`config.mk`:
```
export PLATFORM = sky130hd
export DESIGN_NAME = alu_arbiter
export DESIGN_NICKNAME = d
export VERILOG_FILES = /design/src/rtl/alu_arbiter.sv
export SDC_FILE = /design/constraint.sdc
export NUM_CORES = 1
export LEC_CHECK = 0
export BUFFER_PORTS_ARGS = -buffer_cell sky130_fd_sc_hd__buf_2
export CORE_AREA = 2 2 120 122
export CTS_BUF_LIST = sky130_fd_sc_hd__clkbuf_8
export DETAILED_ROUTE_END_ITERATION = 6
export DIE_AREA = 0 0 122 124
export MAX_ROUTING_LAYER = met4
export SLEW_MARGIN = 0
export SYNTH_ARGS = -nofsm -noshare
export SYNTH_HDL_FRONTEND = slang
export SYNTH_SLANG_ARGS = --single-unit
```
`constraint.sdc`:
```
create_clock -name clk -period 2.3 [get_ports clk]
set_input_delay 0.46 -clock clk [delete_from_list [all_inputs] [get_ports clk]]
set_output_delay 0.46 -clock clk [all_outputs]
set_load 0.005 [all_outputs]
```
`src/rtl/alu_arbiter.sv`:
```
// -----------------------------------------------------------------------------
// alu_arbiter
//
// Shares one external combinational ALU between two requesters. At most one
// request is granted per cycle, round-robin on conflict and work-conserving
// otherwise. The granted operands drive the ALU, and the ALU result is
// captured into that requester's one-entry response register. Results appear
// one clock after the accept edge. Total throughput is one op per cycle.
//
// Ports
//   clk, rst_n               clock, synchronous active-low reset
//   req{0,1}Valid/Ready      request handshake (accept when both high)
//   req{0,1}SrcA/SrcB/Ctrl   operands and ALU control code for the request
//   resp{0,1}Valid/Ready     response handshake (drain when both high)
//   resp{0,1}Result          held result for the requester
//   aluSrcA/aluSrcB/aluControl  operands and control to the shared ALU
//   aluResult                combinational result from the shared ALU
// -----------------------------------------------------------------------------
module alu_arbiter #(
  parameter int DATA_WIDTH = 32
) (
  input  logic                  clk,
  input  logic                  rst_n,

  input  logic                  req0Valid,
  output logic                  req0Ready,
  input  logic [DATA_WIDTH-1:0] req0SrcA,
  input  logic [DATA_WIDTH-1:0] req0SrcB,
  input  logic [2:0]            req0Ctrl,
  output logic                  resp0Valid,
  input  logic                  resp0Ready,
  output logic [DATA_WIDTH-1:0] resp0Result,

  input  logic                  req1Valid,
  output logic                  req1Ready,
  input  logic [DATA_WIDTH-1:0] req1SrcA,
  input  logic [DATA_WIDTH-1:0] req1SrcB,
  input  logic [2:0]            req1Ctrl,
  output logic                  resp1Valid,
  input  logic                  resp1Ready,
  output logic [DATA_WIDTH-1:0] resp1Result,

  output logic [DATA_WIDTH-1:0] aluSrcA,
  output logic [DATA_WIDTH-1:0] aluSrcB,
  output logic [2:0]            aluControl,
  input  logic [DATA_WIDTH-1:0] aluResult
);

  // Requester that was accepted most recently; 1 after reset so that
  // requester 0 wins the first conflict.
  logic                  last_grant;
  logic                  resp0_valid_q;
  logic                  resp1_valid_q;
  logic [DATA_WIDTH-1:0] resp0_result_q;
  logic [DATA_WIDTH-1:0] resp1_result_q;

  logic slot_free0;
  logic slot_free1;
  logic elig0;
  logic elig1;
  logic grant0;
  logic grant1;

  // A slot draining this cycle is free for a same-cycle accept, which is
  // what sustains one op per cycle per requester under continuous traffic.
  assign slot_free0 = !resp0_valid_q || resp0Ready;
  assign slot_free1 = !resp1_valid_q || resp1Ready;

  assign elig0 = req0Valid && slot_free0;
  assign elig1 = req1Valid && slot_free1;

  // On conflict the requester that did not win last time is granted;
  // a lone eligible requester is granted regardless of history.
  assign grant0 = elig0 && (!elig1 ||  last_grant);
  assign grant1 = elig1 && (!elig0 || !last_grant);

  assign req0Ready = grant0;
  assign req1Ready = grant1;

  // Idle cycles drive zeros so the shared ALU sees a quiet add of 0 + 0.
  always_comb begin
    // NOTE: every output gets a default first so no path leaves it unassigned,
    // which would otherwise infer a latch.
    aluSrcA    = '0;
    aluSrcB    = '0;
    aluControl = 3'b000;
    if (grant0) begin
      aluSrcA    = req0SrcA;
      aluSrcB    = req0SrcB;
      aluControl = req0Ctrl;
    end else if (grant1) begin
      aluSrcA    = req1SrcA;
      aluSrcB    = req1SrcB;
      aluControl = req1Ctrl;
    end
  end

  always_ff @(posedge clk) begin
    // NOTE: sequential state uses non-blocking assignments so every register
    // samples pre-edge values regardless of statement order.
    if (!rst_n) begin
      // NOTE: the result registers are reset too, because a reset must leave
      // no trace of a held result on the response outputs.
      last_grant     <= 1'b1;
      resp0_valid_q  <= 1'b0;
      resp1_valid_q  <= 1'b0;
      resp0_result_q <= '0;
      resp1_result_q <= '0;
    end else begin
      // Accept wins over drain: a same-cycle drain+accept keeps valid high
      // and replaces the held result.
      if (grant0) begin
        resp0_result_q <= aluResult;
        resp0_valid_q  <= 1'b1;
      end else if (resp0_valid_q && resp0Ready) begin
        resp0_valid_q  <= 1'b0;
      end

      if (grant1) begin
        resp1_result_q <= aluResult;
        resp1_valid_q  <= 1'b1;
      end else if (resp1_valid_q && resp1Ready) begin
        resp1_valid_q  <= 1'b0;
      end

      // History only moves on a real accept; grants are mutually exclusive.
      if (grant0) begin
        last_grant <= 1'b0;
      end else if (grant1) begin
        last_grant <= 1'b1;
      end
    end
  end

  assign resp0Valid  = resp0_valid_q;
  assign resp1Valid  = resp1_valid_q;
  assign resp0Result = resp0_result_q;
  assign resp1Result = resp1_result_q;

endmodule

```
==> out/metrics.cfg, run 1 <==
[outcome]
status = finished clean

[timing]
grt_setup_unrepaired = yes
fin_worst_skew_ns = 0.00902
fin_tns_setup_ns = 0
final.hold.worst_slack_ns = 0.362
layout_worst_path_cycle_share_pct = 97.8
setup_violations = 0
slew_viol_final = 0
achievable-frequency_mhz = 445
worstMarginPinSlew_ns = 0.406
period_needed_ns = 2.25
slew-limit-headroom_pct = 72.9
finalWorstSetupSlack_ns = 0.0516
report.final.hold_viol_count = 0

[place]
gp_routability_congestion = 0.889
pre_cts_ws_ns = -0.0354
detailed_place_hpwl_microns = 12000
io_buffers = 306
placed_cell_area_sq_um = 4930
numPlacedInstances = 807

[global_route]
first_pass_grt_wire_length_microns = 20400
antenna_violations_before_repair = 6
grt.overflow.total = 0
vias_in_the_first_global_route = 3411
globalRouteTotalUtil_pct = 19.4
largest_net_degree_at_the_start_of_global_routing = 100

[worst_setup_path]
critical_path.reg2reg.endpoint = resp1Result[28]
reg2reg_depth = 7
critical_path.startpoint_type = flip-flop
timing.rr.start = resp0Valid
reg2reg_setup_slack_ns = 0.49
worst-endpoint-arrival_ns = 1.79
startpoint = resp0Valid
critical_path_type = reg -> out
worstPathRequired_ns = 1.84
cp_max_fo = 17
end_kind = primary output

[clocking]
cts_hold_buf = 0
cts_made_buffers = 9
clock_path_buffers = 2
clkTransAtPathRegs_ns = 0.08
clkSinkCount = 67
cts_root_buffer = clkbuf_8
htree_levels = 3
clock_latency_ns = 0.36
tritoncts = built

[routing]
num_vias = 3786
drt-vias-per-instance = 4.51
detail-route-antenna-nets = 0
drt_pass1_iterations = 4
drt-initial-drc-count = 145
drt-total-wl_microns = 15600
detail_route.wl_per_cell_microns = 18.6
drc = 0

[power_and_ir_drop]
finalPower_mw = 3.42
power.density_cell_area_nw_per_um2 = 631
total_leakage_power_nw = 2.90
irDropWorstVdd_uv = 344

[worst_hold_path]
hold_path.class = in -> reg
worst_hold_path.num_cells = 3
hold_critical_path_endpoint = resp0Result[29]
holdCritStartpoint = aluResult[29]

[synth]
synth_nets = 514
synth_top_family_by_area = compound AO/OA/AOI/OAI gates
post_synth_xor_area_fraction_pct = 0
area_fraction_in_and_or_nand_and_nor_cells_after_synthesis_pct = 12.0
post_synth_instance_area_sq_um = 3280
fraction_of_the_mapped_netlist_area_in_compound_gates_pct = 19.6
yosys_warnings = 0
synth.area.mux_share_pct = 19.5
post-synth-top-area-cell = dfxtp_1
synth_area_leaders = dfxtp_1 41%, mux2i_1 20%, a22o_1 18%
post-synth-top-area-fraction_pct = 40.9
synth_adder_area_share_pct = 0
synth_cell_type_count = 18
synth-seq-area-share_pct = 40.9
syn-mean-instance-area_sq_um = 9.60
postSynthCellCount = 342
postSynthRegisterBits = 67

[floorplanning]
fp.dieArea_sq_um = 15100
floorplan.die.width_microns = 122
fp.dieH_microns = 124
io_pins = 307
rows = 43
floorplan.initialDensity_pct = 23.9
coreArea_sq_um = 13700

[layout]
multi_input_logic_area_sq_um = 1760
final_layout_size_suffix_gt1_share_pct = 54.1
layoutNonFillerInstCount = 839
fillerInstances = 1418
synthToLayoutAreaGrowth_pct = 64.9
layout_commonest_cell = buf_2
layout.area.seq_sq_um = 1350
finish.utilization_pct = 39.5
layout.cells.most_common_list = 306 x buf_2, 97 x nand2_1, 65 x a22o_1
final_net_count = 819
finish.instance_area_sq_um = 5410

[job]
maxCapViolCount = 0

[final cells by class]
| type | instances | share of cell area [%] |
|---|---|---|
| Tap cell | 180 | 4.16 |
| Multi-Input combinational cell | 242 | 32.5 |
| Sequential cell | 67 | 24.8 |
| Clock inverter | 6 | 2.08 |
| Clock buffer | 10 | 2.54 |
| Timing Repair Buffer | 326 | 33.5 |
| Inverter | 1 | 0.0693 |
| Antenna cell | 7 | 0.324 |
[sequential cells by signal (all words and copies together) (netlist names)]
name,cells
last_grant,1
resp1Valid,1
resp0Result,32
resp1Result,32
resp0Valid,1
[synth_stat cells (all sizes together)]
library cell,count
a21boi,2
a21oi,1
a22o,67
a311oi,1
buf,24
clkbuf,9
dfxtp,67
inv,1
mux2i,64
nand2,97
nand2b,2
nor2,1
nor2b,2
o21ai,2
o311a,1
o31ai,1
[how the worst max path moves through the flow]
| stage | to | slack [ns] |
|---|---|---|
| 2_1_floorplan | aluSrcB[24] | 0.47 |
| 3_3_place_gp | aluSrcB[28] | 0.0004 |
| 3_5_place_dp | aluSrcB[28] | -0.04 |
| 4_1_cts | aluSrcB[1] | -0.01 |
| 5_1_grt | aluSrcB[29] | -0.02 |
| 6_report | aluSrcB[20] | 0.05 |
[critical path, stage by stage (launching register included)]
cell      delay (ns)
dfxtp_2         0.37
nand2b_4        0.09
a311oi_4        0.36
buf_6           0.19
buf_16          0.15
a22o_1          0.15
buf_2           0.11
[where the power goes]
part	switching, mW	total [mW]	internal, mW
clock	0.475	1.23	0.751
combinational	0.421	0.901	0.481
sequential	0.0457	1.29	1.24
[routing by layer]
metal / wire [microns] / up-vias / GRT usage [%]
met5: 0 / - / -
met4: 274 / 0 / 9.77
met3: 1060 / 15 / 4.44
met2: 7490 / 179 / 30.5
met1: 6740 / 1751 / 23.3
li1: - / 1841 / -
[logic make-up after synthesis]
| logic type | count (synthesis) |
|---|---|
| flip-flops | 67 |
| AND/OR/NAND/NOR | 102 |
| multiplexers | 64 |
| AO/OA/AOI/OAI | 75 |
| buffers and inverters | 34 |
[what timing repair did]
action | in CTS | in global routing
setup endpoints to repair | 67 | 64
pin swaps | 5 | 14
gates resized for setup | 15 | 2
buffers inserted | 4 | 1
gates cloned | 4 | 1
(Power assumes the default switching activity.)
==> run 2: changes to the inputs <==
--- a/config.mk
+++ b/config.mk
@@ -5,11 +5,13 @@
 export SDC_FILE = /design/constraint.sdc
 export NUM_CORES = 1
 export LEC_CHECK = 0
+export ABC_AREA = 1
 export BUFFER_PORTS_ARGS = -buffer_cell sky130_fd_sc_hd__buf_2
-export CORE_AREA = 2 2 120 122
+export CORE_AREA = 2 2 121 123
 export CTS_BUF_LIST = sky130_fd_sc_hd__clkbuf_8
+export CTS_CLUSTER_DIAMETER = 80
 export DETAILED_ROUTE_END_ITERATION = 6
-export DIE_AREA = 0 0 122 124
+export DIE_AREA = 0 0 123 125
 export MAX_ROUTING_LAYER = met4
 export SLEW_MARGIN = 0
 export SYNTH_ARGS = -nofsm -noshare
==> out/metrics.cfg, run 2 <==
[routing]
drt-total-wl_microns = 15400
detail-route-antenna-nets = 0
drc = 0
num_vias = 4789
detail_route.wl_per_cell_microns = 14.1
drt_pass1_iterations = 6
drt-initial-drc-count = 220
drt-vias-per-instance = 4.38

[timing]
setup_violations = 0
fin_tns_setup_ns = 0
layout_worst_path_cycle_share_pct = 91.5
fin_worst_skew_ns = 0.00945
report.final.hold_viol_count = 0
worstMarginPinSlew_ns = 0.688
final.hold.worst_slack_ns = 0.433
achievable-frequency_mhz = 475
period_needed_ns = 2.10
slew-limit-headroom_pct = 54.1
slew_viol_final = 0
grt_setup_unrepaired = no

[worst_setup_path]
max_incr_delay_on_cp_ns = 0.39
timing.rr.start = resp1Valid
end_kind = primary output
cpMaxStageDelayCell = dfxtp_1
reg2reg_depth = 6
startpoint = resp0Valid
critical_path_depth = 8
worst-endpoint-arrival_ns = 1.64
worstPathCellList = nand2_1, nand3_2, nand2_1, inv_2, buf_6, nand2_1, nand2_1, buf_2
cp_max_fo = 36
worst_path_dominant_cell_family = buffers and inverters
critical_path.startpoint_type = flip-flop
cp.buffers_inverters = 3
worstPathRequired_ns = 1.84
critical_path_type = reg -> out
crit_top_cell = nand2_1

[clocking]
clock_path_buffers = 2
cts_made_buffers = 9
tritoncts = built
clkTransAtPathRegs_ns = 0.07
clkSinkCount = 67
cts_root_buffer = clkbuf_8
clock_latency_ns = 0.35
htree_levels = 3

[synth]
yosys_warnings = 0
synth_area_leaders = dfxtp_1 36%, nand2_1 27%, a21oi_1 9.0%
synthTopCellsByCount = 269 x nand2_1, 67 x dfxtp_1, 66 x a21oi_1, 66 x nand3_1, 64 x nor2_1
synth-seq-area-share_pct = 36.4
post-synth-top-area-fraction_pct = 36.4
synth_nets = 796
postSynthRegisterBits = 67
post_synth_instance_area_sq_um = 3690
post-synth-top-area-cell = dfxtp_1
syn-mean-instance-area_sq_um = 5.91
synth-async-reset-ratio_pct = 0
postSynthCellCount = 624
synth_top_flop_cell = dfxtp_1
synth_edf_count = 0
synth_cell_type_count = 14
synth.most_common_cell = nand2_1

[floorplanning]
floorplan.initialDensity_pct = 26.0
fp.dieArea_sq_um = 15400
io_pins = 307
coreArea_sq_um = 14200
fp.dieH_microns = 125
rows = 44
floorplan.die.width_microns = 123

[power_and_ir_drop]
power.density_cell_area_nw_per_um2 = 568
finalPower_mw = 3.13
irDropWorstVdd_uv = 401
total_leakage_power_nw = 3.36

[place]
detailed_place_hpwl_microns = 11500
numPlacedInstances = 1075
gp_routability_congestion = 0.853
io_buffers = 306

[worst_hold_path]
hold_path.class = in -> reg
worst_hold_path.num_cells = 5
holdCritStartpoint = aluResult[15]

[global_route]
first_pass_grt_wire_length_microns = 22700
globalRouteTotalUtil_pct = 19.5
vias_in_the_first_global_route = 4459
antenna_violations_before_repair = 4
largest_net_degree_at_the_start_of_global_routing = 67
grt.overflow.total = 0

[layout]
fillerInstances = 1605
final_layout_size_suffix_gt1_share_pct = 37.3
final_net_count = 1074
layout_commonest_cell = buf_2
synthToLayoutAreaGrowth_pct = 49.4
layout.cells.most_common_list = 306 x buf_2, 269 x nand2_1, 67 x dfxtp_1
layoutNonFillerInstCount = 1094

[outcome]
status = finished clean

[job]
maxCapViolCount = 0

-- run 2: cell count changes in the layout (fill, tap and decap cells not counted), moves of 4 or more --
cell,previous run,this run
nand2_1,97,269
a21oi_1,1,66
a22o_1,65,0
mux2i_1,64,0
nand3_1,0,64
nor2_1,1,64
inv_1,0,37
buf_4,10,5
inv_2,1,5
-- run 2: final cells by class --
type	instances	area, sq um	area share, %
clock inverters	5	22.5	0.409
diodes	4	10.0	0.182
well taps	184	230	4.18
repair buffers	316	1660	30.1
inverters	40	150	2.72
clock buffers	10	138	2.50
multi-input cells	468	1960	35.6
flip-flops and latches	67	1340	24.3
-- run 2: cell families (layout without fill, tap and decap cells) --
family          after synthesis  after routing  share of synthesized area (%)
simple gates                399            399                           42.8
compound gates               69             69                           9.63
buf+inv                      89            371                           11.2
other cells                   0              4                              0
flops                        67             67                           36.4
-- run 2: metal layers --
| metal | part of all wire [%] | global-route usage [%] | wire, microns |
|---|---|---|---|
| met1 | 42 | 22.2 | 6520 |
| met2 | 48 | 32.9 | 7330 |
| met3 | 8.0 | 4.88 | 1230 |
| met4 | 2.1 | 7.35 | 318 |
| met5 | 0 | - | 0 |
-- run 2: tightest hold or removal path, cell delays in order --
cell	delay [ns]
buf_2	0.07
inv_1	0.04
nand3_1	0.07
nand2_1	0.05
nor2_1	0.07
-- run 2: report_power, final --
part           internal (mW)  switching (mW)  leakage [nW]
registers               1.27          0.0502         0.555
clock network          0.401           0.438        0.0943
logic                  0.439           0.535          2.71
-- run 2: path summary, 6_finish.rpt --
| check | to | slack, ns |
|---|---|---|
| worst max-delay path | aluSrcB[15] | 0.20 |
| worst min-delay path | resp1Result[15] | 0.43 |
| worst max register to register | resp0Result[3] | 0.75 |
| worst min register to register | resp0Result[30] | 0.47 |
-- run 2: what timing repair did --
action / CTS / global route
buffers inserted: 0 / 0
gates resized for setup: 0 / 1
setup endpoints to repair: 0 / 32
hold buffers: 0 / 0
-- run 2: metrics by stage --
step / utilization, % / area [sq um] / setup slack (ns)
global route: 38.8 / 5510 / 0.0170
finish: 38.8 / 5510 / 0.195
global placement: 37.6 / 5340 / 0.204
floorplan: - / 3690 / 0.650
CTS: 38.7 / 5500 / 0.0734
detailed placement: 37.6 / 5340 / 0.177
